$ cat src/rtl/cpu0_pkg.sv
// cpu0 interrupt controller shared definitions.
// itype codes, register map, FSM states, source indices.
package cpu0_pkg;

  localparam logic [3:0] ITYPE_EXE   = 4'b0000;
  localparam logic [3:0] ITYPE_RESET = 4'b0001;
  localparam logic [3:0] ITYPE_GPIO  = 4'b0011;
  localparam logic [3:0] ITYPE_UART  = 4'b0100;
  localparam logic [3:0] ITYPE_TIM1  = 4'b0101;

  localparam logic [1:0] REG_MASK   = 2'd0;
  localparam logic [1:0] REG_PEND   = 2'd1;
  localparam logic [1:0] REG_ACTIVE = 2'd2;
  localparam logic [1:0] REG_SENSE  = 2'd3;

  localparam int SRC_GPIO = 0;
  localparam int SRC_UART = 1;
  localparam int SRC_TIM1 = 2;

  typedef enum logic [1:0] {
    ST_IDLE,
    ST_ASSERT,
    ST_SERVICE
  } intc_state_t;

  function automatic logic [3:0] src_code(input logic [1:0] idx);
    logic [3:0] code;
    code = ITYPE_EXE;
    unique case (idx)
      2'(SRC_GPIO): code = ITYPE_GPIO;
      2'(SRC_UART): code = ITYPE_UART;
      2'(SRC_TIM1): code = ITYPE_TIM1;
      default:      code = ITYPE_EXE;
    endcase
    return code;
  endfunction

endpackage

$ cat src/rtl/intc_src.sv
// One interrupt source: edge detector, sense mux, pending flop.
// A set in the same cycle as a clear leaves the bit pending.
module intc_src (
  input  logic clock,
  input  logic reset,
  input  logic irq,
  input  logic sense,
  input  logic clr,
  output logic pend
);

  logic irq_q;
  logic set;

  assign set = sense ? (irq & ~irq_q) : irq;

  // Previous irq level for rising-edge detection
  always_ff @(posedge clock or posedge reset) begin
    if (reset) irq_q <= 1'b0;
    else       irq_q <= irq;
  end

  // Pending bit: set dominates clear
  always_ff @(posedge clock or posedge reset) begin
    if (reset) pend <= 1'b0;
    else       pend <= set | (pend & ~clr);
  end

endmodule

$ cat src/rtl/cpu0_intc.sv
// cpu0 interrupt controller: pending/mask/sense registers,
// fixed-priority arbitration and the request/service FSM.
module cpu0_intc
  import cpu0_pkg::*;
#(
  parameter int              NSRC      = 3,
  parameter logic [NSRC-1:0] RST_SENSE = 3'b111
) (
  input  logic            clock,
  input  logic            reset,
  input  logic [NSRC-1:0] irq,
  input  logic            ack,
  input  logic            eoi,
  output logic [3:0]      itype,
  output logic [NSRC-1:0] active,
  input  logic            bus_en,
  input  logic            bus_rw,
  input  logic [1:0]      bus_addr,
  input  logic [31:0]     bus_wdata,
  output logic [31:0]     bus_rdata
);

  localparam int SW = (NSRC > 1) ? $clog2(NSRC) : 1;

  intc_state_t     state;
  logic [SW-1:0]   sel;
  logic [SW-1:0]   pick;
  logic            any;
  logic [NSRC-1:0] mask;
  logic [NSRC-1:0] sense;
  logic [NSRC-1:0] pend;
  logic [NSRC-1:0] elig;
  logic [NSRC-1:0] sel_oh;
  logic [NSRC-1:0] wd;
  logic [NSRC-1:0] clr;
  logic            wr;
  logic            wr_mask;
  logic            wr_pend;
  logic            wr_sense;
  logic            take;
  logic            withdraw;
  logic            unused_wdata;

  assign wd       = bus_wdata[NSRC-1:0];
  assign wr       = bus_en & ~bus_rw;
  assign wr_mask  = wr & (bus_addr == REG_MASK);
  assign wr_pend  = wr & (bus_addr == REG_PEND);
  assign wr_sense = wr & (bus_addr == REG_SENSE);

  assign unused_wdata = ^bus_wdata[31:NSRC];

  assign elig   = pend & mask;
  assign any    = |elig;
  assign sel_oh = {{(NSRC-1){1'b0}}, 1'b1} << sel;
  assign take   = (state == ST_ASSERT) & ack;

  // A request is dropped once its source stops being eligible,
  // or a bus write this cycle masks it or clears its pending bit.
  assign withdraw = ~|(elig & sel_oh)
                  | (wr_mask & ~|(wd & sel_oh))
                  | (wr_pend & |(wd & sel_oh));

  assign clr = (take ? sel_oh : '0) | (wr_pend ? wd : '0);

  // Fixed priority: lowest index wins
  always_comb begin
    pick = '0;
    for (int i = NSRC - 1; i >= 0; i--) begin
      if (elig[i]) pick = SW'(i);
    end
  end

  for (genvar g = 0; g < NSRC; g++) begin : g_src
    intc_src u_src (
      .clock (clock),
      .reset (reset),
      .irq   (irq[g]),
      .sense (sense[g]),
      .clr   (clr[g]),
      .pend  (pend[g])
    );
  end

  // MASK and SENSE registers
  always_ff @(posedge clock or posedge reset) begin
    if (reset) begin
      mask  <= '0;
      sense <= RST_SENSE;
    end else begin
      if (wr_mask)  mask  <= wd;
      if (wr_sense) sense <= wd;
    end
  end

  // Registered read port, held between reads
  always_ff @(posedge clock or posedge reset) begin
    if (reset) begin
      bus_rdata <= '0;
    end else if (bus_en && bus_rw) begin
      unique case (bus_addr)
        REG_MASK:   bus_rdata <= 32'(mask);
        REG_PEND:   bus_rdata <= 32'(pend);
        REG_ACTIVE: bus_rdata <= 32'(active);
        REG_SENSE:  bus_rdata <= 32'(sense);
        default:    bus_rdata <= '0;
      endcase
    end
  end

  // Request FSM with registered itype/active
  always_ff @(posedge clock or posedge reset) begin
    if (reset) begin
      state  <= ST_IDLE;
      sel    <= '0;
      itype  <= ITYPE_EXE;
      active <= '0;
    end else begin
      unique case (state)
        ST_IDLE: begin
          if (any) begin
            sel   <= pick;
            itype <= src_code(2'(pick));
            state <= ST_ASSERT;
          end
        end
        ST_ASSERT: begin
          if (ack) begin
            itype  <= ITYPE_EXE;
            active <= sel_oh;
            state  <= ST_SERVICE;
          end else if (withdraw) begin
            itype <= ITYPE_EXE;
            state <= ST_IDLE;
          end
        end
        ST_SERVICE: begin
          if (eoi) begin
            active <= '0;
            state  <= ST_IDLE;
          end
        end
        default: begin
          itype <= ITYPE_EXE;
          state <= ST_IDLE;
        end
      endcase
    end
  end

endmodule

$ cat config.mk
export PLATFORM = sky130hd
export DESIGN_NAME = cpu0_intc
export DESIGN_NICKNAME = d
export VERILOG_FILES = /design/src/rtl/cpu0_pkg.sv /design/src/rtl/intc_src.sv /design/src/rtl/cpu0_intc.sv
export SDC_FILE = /design/constraint.sdc
export NUM_CORES = 1
export LEC_CHECK = 0
export CAP_MARGIN = 30
export CORE_MARGIN = 2
export CORE_UTILIZATION = 39
export CTS_CLUSTER_DIAMETER = 30
export DETAILED_ROUTE_END_ITERATION = 7
export GPL_TIMING_DRIVEN = 1
export HOLD_SLACK_MARGIN = 0.12
export PLACE_DENSITY = 0.87
export SLEW_MARGIN = 25
export SYNTH_ARGS = -nofsm -noshare
export SYNTH_HDL_FRONTEND = slang
export SYNTH_HIERARCHICAL = 1
export SYNTH_SLANG_ARGS = --single-unit
export TNS_END_PERCENT = 50
$ cat constraint.sdc
create_clock -name clock -period 1.6 [get_ports clock]
set_input_delay 0.16 -clock clock [delete_from_list [all_inputs] [get_ports clock]]
set_output_delay 0.16 -clock clock [all_outputs]
set_load 0.005 [all_outputs]
## After elaboration in Yosys (flattened, before gate mapping)

Index checks and enable logic that the tools add are counted.

- Equality and inequality tests: 11
- Bitwise operators: 30
- Reduce and logical (&&, ||, !) cells: 14
- Mux-type cells: 22
- Shift-type cells: 1

Operators with widths:

| kind | number |
|---|---|
| $pmux 32 s4 | 1 |
| $mux 2 | 7 |
| $and 1x1->1 | 13 |
| $mux 3 | 4 |
| $mux 4 | 3 |
| $pmux 4 s3 | 1 |
| $and 3x3->3 | 3 |
| $pmux 3 s3 | 1 |
| $reduce_and 3->1 | 3 |
| $reduce_or 3->1 | 3 |
| $eq 2x2->1 const B | 4 |
| $not 1->1 | 8 |
| $eq 2x1->1 const B | 3 |
| $logic_not 2->1 | 3 |
| $ne 2x2->1 const B | 3 |
| $pmux 2 s3 | 1 |
| $pmux 3 s2 | 1 |
| $or 1x1->1 | 5 |
| $mux 1 | 3 |
| $ne 3x3->1 const B | 1 |
| $or 3x3->3 | 1 |
| $shl 1x2->3 const A | 1 |
| $logic_not 1->1 | 2 |
| $reduce_and 2->1 | 1 |
| other kinds (2) | 2 |

- Logic and storage cells: 91
- Flip-flop bits (word level): 55
- Output and inout port bits: 39

## Longest topological paths before layout

Gate-level depths: netlist of the first run.

- Depth after elaboration: 10
- Mapped depth: 6
- Mapped depth without buffers: 6

## Hierarchy

Netlist of the first run, hierarchy kept.

Modules (own cells, without submodules):

| module | seq. area each (um^2) | area each (um^2) | cells an instance | times used |
|---|---|---|---|---|
| cpu0_intc | 479.2 | 1353.8 | 135 | 1 |
| intc_src | 50.0 | 70.1 | 6 | 3 |

## Worst setup path after synthesis of the first run

OpenSTA, ideal clock, no wires.

- Path type: register to register
- Start point: register sel[1]
- End point: register itype[0]
- Path buffers: 1
- Stages on the path, launching flop included: 6
- Arrival: 1.312 ns
- Data required time: 1.460 ns
- Slack: 0.148 ns
- Library setup time: 0.140 ns
- Path through: dfrtp_1 -> buf_6 -> mux2_4 -> or3_1 -> nand3_1 -> o221ai_1

- Word-level cells in the longest chain between the ends: 9
- Elaborated cells between the ends (all ways): 13

Ends and longest elaborated chain:

| element | line | text |
|---|---|---|
| start: declaration | cpu0_intc.sv:26 | `logic [SW-1:0] sel;` |
| start signal: assignment | cpu0_intc.sv:121 | `sel <= pick;` |
| $shl 1x2->3 * | cpu0_intc.sv:54 | `assign sel_oh = {{(NSRC-1){1'b0}}, 1'b1} << sel;` |
| $and 3x3->3 | cpu0_intc.sv:60, cpu0_intc.sv:61 |  |
| $reduce_or 3->1 | cpu0_intc.sv:60, cpu0_intc.sv:61 |  |
| $logic_not 1->1 | cpu0_intc.sv:60 | `\| (wr_mask & ~\|(wd & sel_oh))` |
| $and 1x1->1 | cpu0_intc.sv:60 |  |
| $or 1x1->1 | cpu0_intc.sv:60 |  |
| $or 1x1->1 * | cpu0_intc.sv:61 | `\| (wr_pend & \|(wd & sel_oh));` |
| $ne 3x3->1 (no source line) * | - |  |
| $reduce_and 3->1 (no source line) * | - |  |
| end signal: assignment | cpu0_intc.sv:122 | `itype <= src_code(2'(pick));` |
| end: declaration | cpu0_intc.sv:14 | `output logic [3:0] itype,` |

Every way passes the cells marked *; elsewhere a longest branch is shown, timed or not.
A chain may end at the register's enable or synchronous reset.

## Worst setup path after layout of the first run

Same ends and word-level chain as after synthesis.

==> results of run 1 <==
==> layout make-up <==
class / count / area (um2) / area share, %
multi-input cells: 112 / 745.7 / 40.16
repair buffers: 36 / 325.3 / 17.52
inverters: 12 / 45.04 / 2.426
well taps: 50 / 62.56 / 3.369
clock buffers: 3 / 41.29 / 2.224
flip-flops and latches: 25 / 629.4 / 33.89
clock inverters: 1 / 7.507 / 0.4043
==> through the flow <==
step	util (%)	setup WS [ns]	hold slack [ns]	std cells
floorplan	-	0.1481	-0.09882	182
global placement	45.86	-0.1474	0.4222	235
detailed placement	45.86	-0.2171	0.4228	235
CTS	47.10	0.07596	0.1253	239
global route	47.10	0.01023	0.1512	239
finish	47.10	0.07573	0.1214	239
==> power by group <==
part | total [mW] | switching [mW] | internal [mW] | leakage (nW)
clock network | 0.377 | 0.200 | 0.177 | 0.0217
logic | 0.977 | 0.405 | 0.572 | 0.521
registers | 1.05 | 0.219 | 0.834 | 0.295
==> state kept, by name, summed over array words and instances, names as in the netlist <==
signal and count:
active 3, bus_rdata 3, g_src.u_src/irq_q 3, g_src.u_src/pend 3, itype 3, mask 3, sel 2, sense 3
state 2
==> placed cells by master (no fill, tap or decap), types with 3 or more instances in the layout <==
cell type | netlist | routed
sky130_fd_sc_hd__a22o_1 | 4 | 4
sky130_fd_sc_hd__a22oi_1 | 3 | 3
sky130_fd_sc_hd__buf_4 | 30 | 14
sky130_fd_sc_hd__clkbuf_8 | 0 | 3
sky130_fd_sc_hd__clkdlybuf4s50_1 | 0 | 22
sky130_fd_sc_hd__conb_1 | 1 | 30
sky130_fd_sc_hd__dfrtp_1 | 22 | 22
sky130_fd_sc_hd__dfstp_2 | 3 | 3
sky130_fd_sc_hd__inv_1 | 12 | 12
sky130_fd_sc_hd__mux2_2 | 10 | 10
sky130_fd_sc_hd__mux4_2 | 3 | 3
sky130_fd_sc_hd__nand2_1 | 17 | 17
sky130_fd_sc_hd__nand2b_1 | 3 | 3
sky130_fd_sc_hd__nand3_1 | 7 | 7
sky130_fd_sc_hd__nand4b_1 | 3 | 3
sky130_fd_sc_hd__nor2_1 | 4 | 4
sky130_fd_sc_hd__nor3b_1 | 4 | 4
sky130_fd_sc_hd__o221ai_1 | 3 | 3
==> how the worst max path moves through the flow <==
stage,start,endpoint,slack [ns]
final,sel[1],itype[0],0.08
after global placement,bus_addr[0],itype[2],-0.15
after global routing,bus_addr[0],itype[1],0.01
after CTS,sel[1],itype[2],0.08
after detailed placement,bus_addr[0],itype[0],-0.22
after floorplan,sel[1],itype[0],0.15
==> logic make-up (layout without fill, tap and decap cells) <==
| kind of cell | after synthesis | after routing | share of synthesized area [%] |
|---|---|---|---|
| simple gates | 47 | 47 | 17.20 |
| buf+inv | 45 | 52 | 19.04 |
| flops | 25 | 25 | 40.24 |
| compound gates | 20 | 20 | 10.00 |
| mux | 14 | 14 | 12.48 |
| fa+ha+maj | 1 | 1 | 0.7999 |
| other cells | 1 | 30 | 0.2398 |
==> worst max-delay path: stages, from the launching register on <==
cell	delay, ns
sky130_fd_sc_hd__dfrtp_1	0.44
sky130_fd_sc_hd__mux2_4	0.32
sky130_fd_sc_hd__or3_1	0.33
sky130_fd_sc_hd__nand3_1	0.17
sky130_fd_sc_hd__o221ai_1	0.14
==> per-layer routing <==
metal | GRT usage, % | vias to the layer above | part of all wire, %
li1 | - | 545 | -
met2 | 24.38 | 54 | 52
met4 | 4.337 | 0 | 1.2
met3 | 3.333 | 5 | 6.8
met5 | 0 | - | 0
met1 | 19.20 | 571 | 39
==> qor.tcl, run 1 <==
set qor(route.detailed.drc) 0
set qor(postPlaceCellArea_mm2) 0.001808
set qor(syn_to_final_growth_pct) 18.72
set qor(critical_path.max_fanout) 4
set qor(number_of_cell_instances_on_the_worst_register_to_register_path) 4
set qor(die-height_um) 67.33
set qor(timing.clock.skew_ns) 0.007554
set qor(timing.final.setup_violations) 0
set qor(drtPass1Iterations) 4
set qor(synthDominantAreaCellType) {sky130_fd_sc_hd__dfrtp_1}
set qor(finalNetCount) 234
set qor(cts_tree) {built}
set qor(vdd.ir_drop.worst_uv) 787.2
set qor(final_layout_size_suffix_gt1_share_pct) 21.16
set qor(power-per-cell-area_mw_per_mm2) 1296
set qor(place.detailed.hpwl_um) 2521
set qor(worstReg2RegStart) {sel[1]}
set qor(synth_top_cell_area_share_pct) 35.20
set qor(detailroute.via_count) 1175
set qor(critPathRequiredTime_ns) 1.74
set qor(critPathLaunchType) {register}
set qor(ys_top_cells_by_area) {sky130_fd_sc_hd__dfrtp_1 (35%), sky130_fd_sc_hd__buf_4 (14%), sky130_fd_sc_hd__mux2_2 (7.2%)}
set qor(finalSetupTns_ns) 0
set qor(cts.reportedPaths.clkPinSlew_ns) 0.09
set qor(period_minus_ws_final_ns) 1.524
set qor(grt_antenna_before_repair) 0
set qor(post_cts.resized_instances) 0
set qor(cts_buffer_depth) 2
set qor(syn_inst) 153
set qor(grt_pass1_vias) 1076
set qor(design_power_total_mw) 2.407
set qor(gp_congestion) 0.8719
set qor(status) {complete, no violations}
set qor(avgViaCountPerCell) 4.916
set qor(placeableCoreArea_mm2) 0.003943
set qor(die_span_x_um) 67.33
set qor(yosysWarnings) 6
set qor(start_util_pct) 39.67
set qor(static-leakage-power_nw) 0.8380
set qor(floorplan.io_pins) 82
set qor(clock_tree.htree_level_count) 1
set qor(post_synth_instance_area_mm2) 0.001564
set qor(globalRouteTotalUtil_pct) 14.71
set qor(post_cts_buffers) 0
set qor(antenna_violating_nets_post_route) 0
set qor(grt_setup_unrepaired) {no}
set qor(synth_cell_type_count) 37
set qor(avgSynthCellArea_um2) 10.22
set qor(worstSetupEndpointType) {register}
set qor(dominantRegCellSynth) {sky130_fd_sc_hd__dfrtp_1}
set qor(rrSetupSlack_ns) 0.08
set qor(cts_made_buffers) 3
set qor(die_area_mm2) 0.004533
set qor(hold_class) {in2async}
set qor(cts.hold.buffers_added) 0
set qor(final_area_mm2) 0.001857
set qor(placement_rows) 23
set qor(highest_clock_rate_ghz) 0.6561
set qor(worstSkewPairLatency_ns) 0.27
set qor(antenna_cells) 0
set qor(drt-initial-drc-count) 58
set qor(period_share_pct) 95.27
set qor(final_max_slew_viol_count) 0
set qor(critPathArrivalTime_ns) 1.66
set qor(clk_root_buffer_cell) {sky130_fd_sc_hd__clkbuf_8}
set qor(postSynthRegisterBits) 25
set qor(cap_violations) 0
set qor(path_class) {reg2reg}
set qor(yosysSeqAreaShare_pct) 40.24
set qor(yosys.cell_count.top_type) {sky130_fd_sc_hd__buf_4}
set qor(grt_max_degree) 16
set qor(grt-ovfl-total) 0
set qor(synthArstFlopShare_pct) 100.0
set qor(place.port_buffers) 22
set qor(fill_cells) 375
set qor(synth_enable_flop_cells) 0
set qor(timing.final.hold_violations) 0
set qor(wire_length_of_the_first_global_routing_pass_um) 5023
set qor(reg2reg_to) {itype[0]}
set qor(wirelength_um) 3056
set qor(avgRoutedWirePerCell_um) 12.79
set qor(top_cells_by_count_synth) {sky130_fd_sc_hd__buf_4 (30), sky130_fd_sc_hd__dfrtp_1 (22), sky130_fd_sc_hd__nand2_1 (17)}
set qor(cts_sinks) 25
Power figures use the tool's default switching activity.
==> inputs of run 2 (changes only) <==
==> constraint.sdc (replaced) <==
create_clock -name clock -period 1.6 [get_ports clock]
set_input_delay 0.16 -clock clock [delete_from_list [all_inputs] [get_ports clock]]
set_output_delay 0.16 -clock clock [all_outputs]
set_load 0.02 [all_outputs]
==> results of run 2 <==
Same layout as run 1 (identical final DEF). Status: complete, no violations.
Main changes from that run: total power 2.407 mW -> 2.558 mW; worst IR drop on VDD 787.2 uV -> 787.6 uV
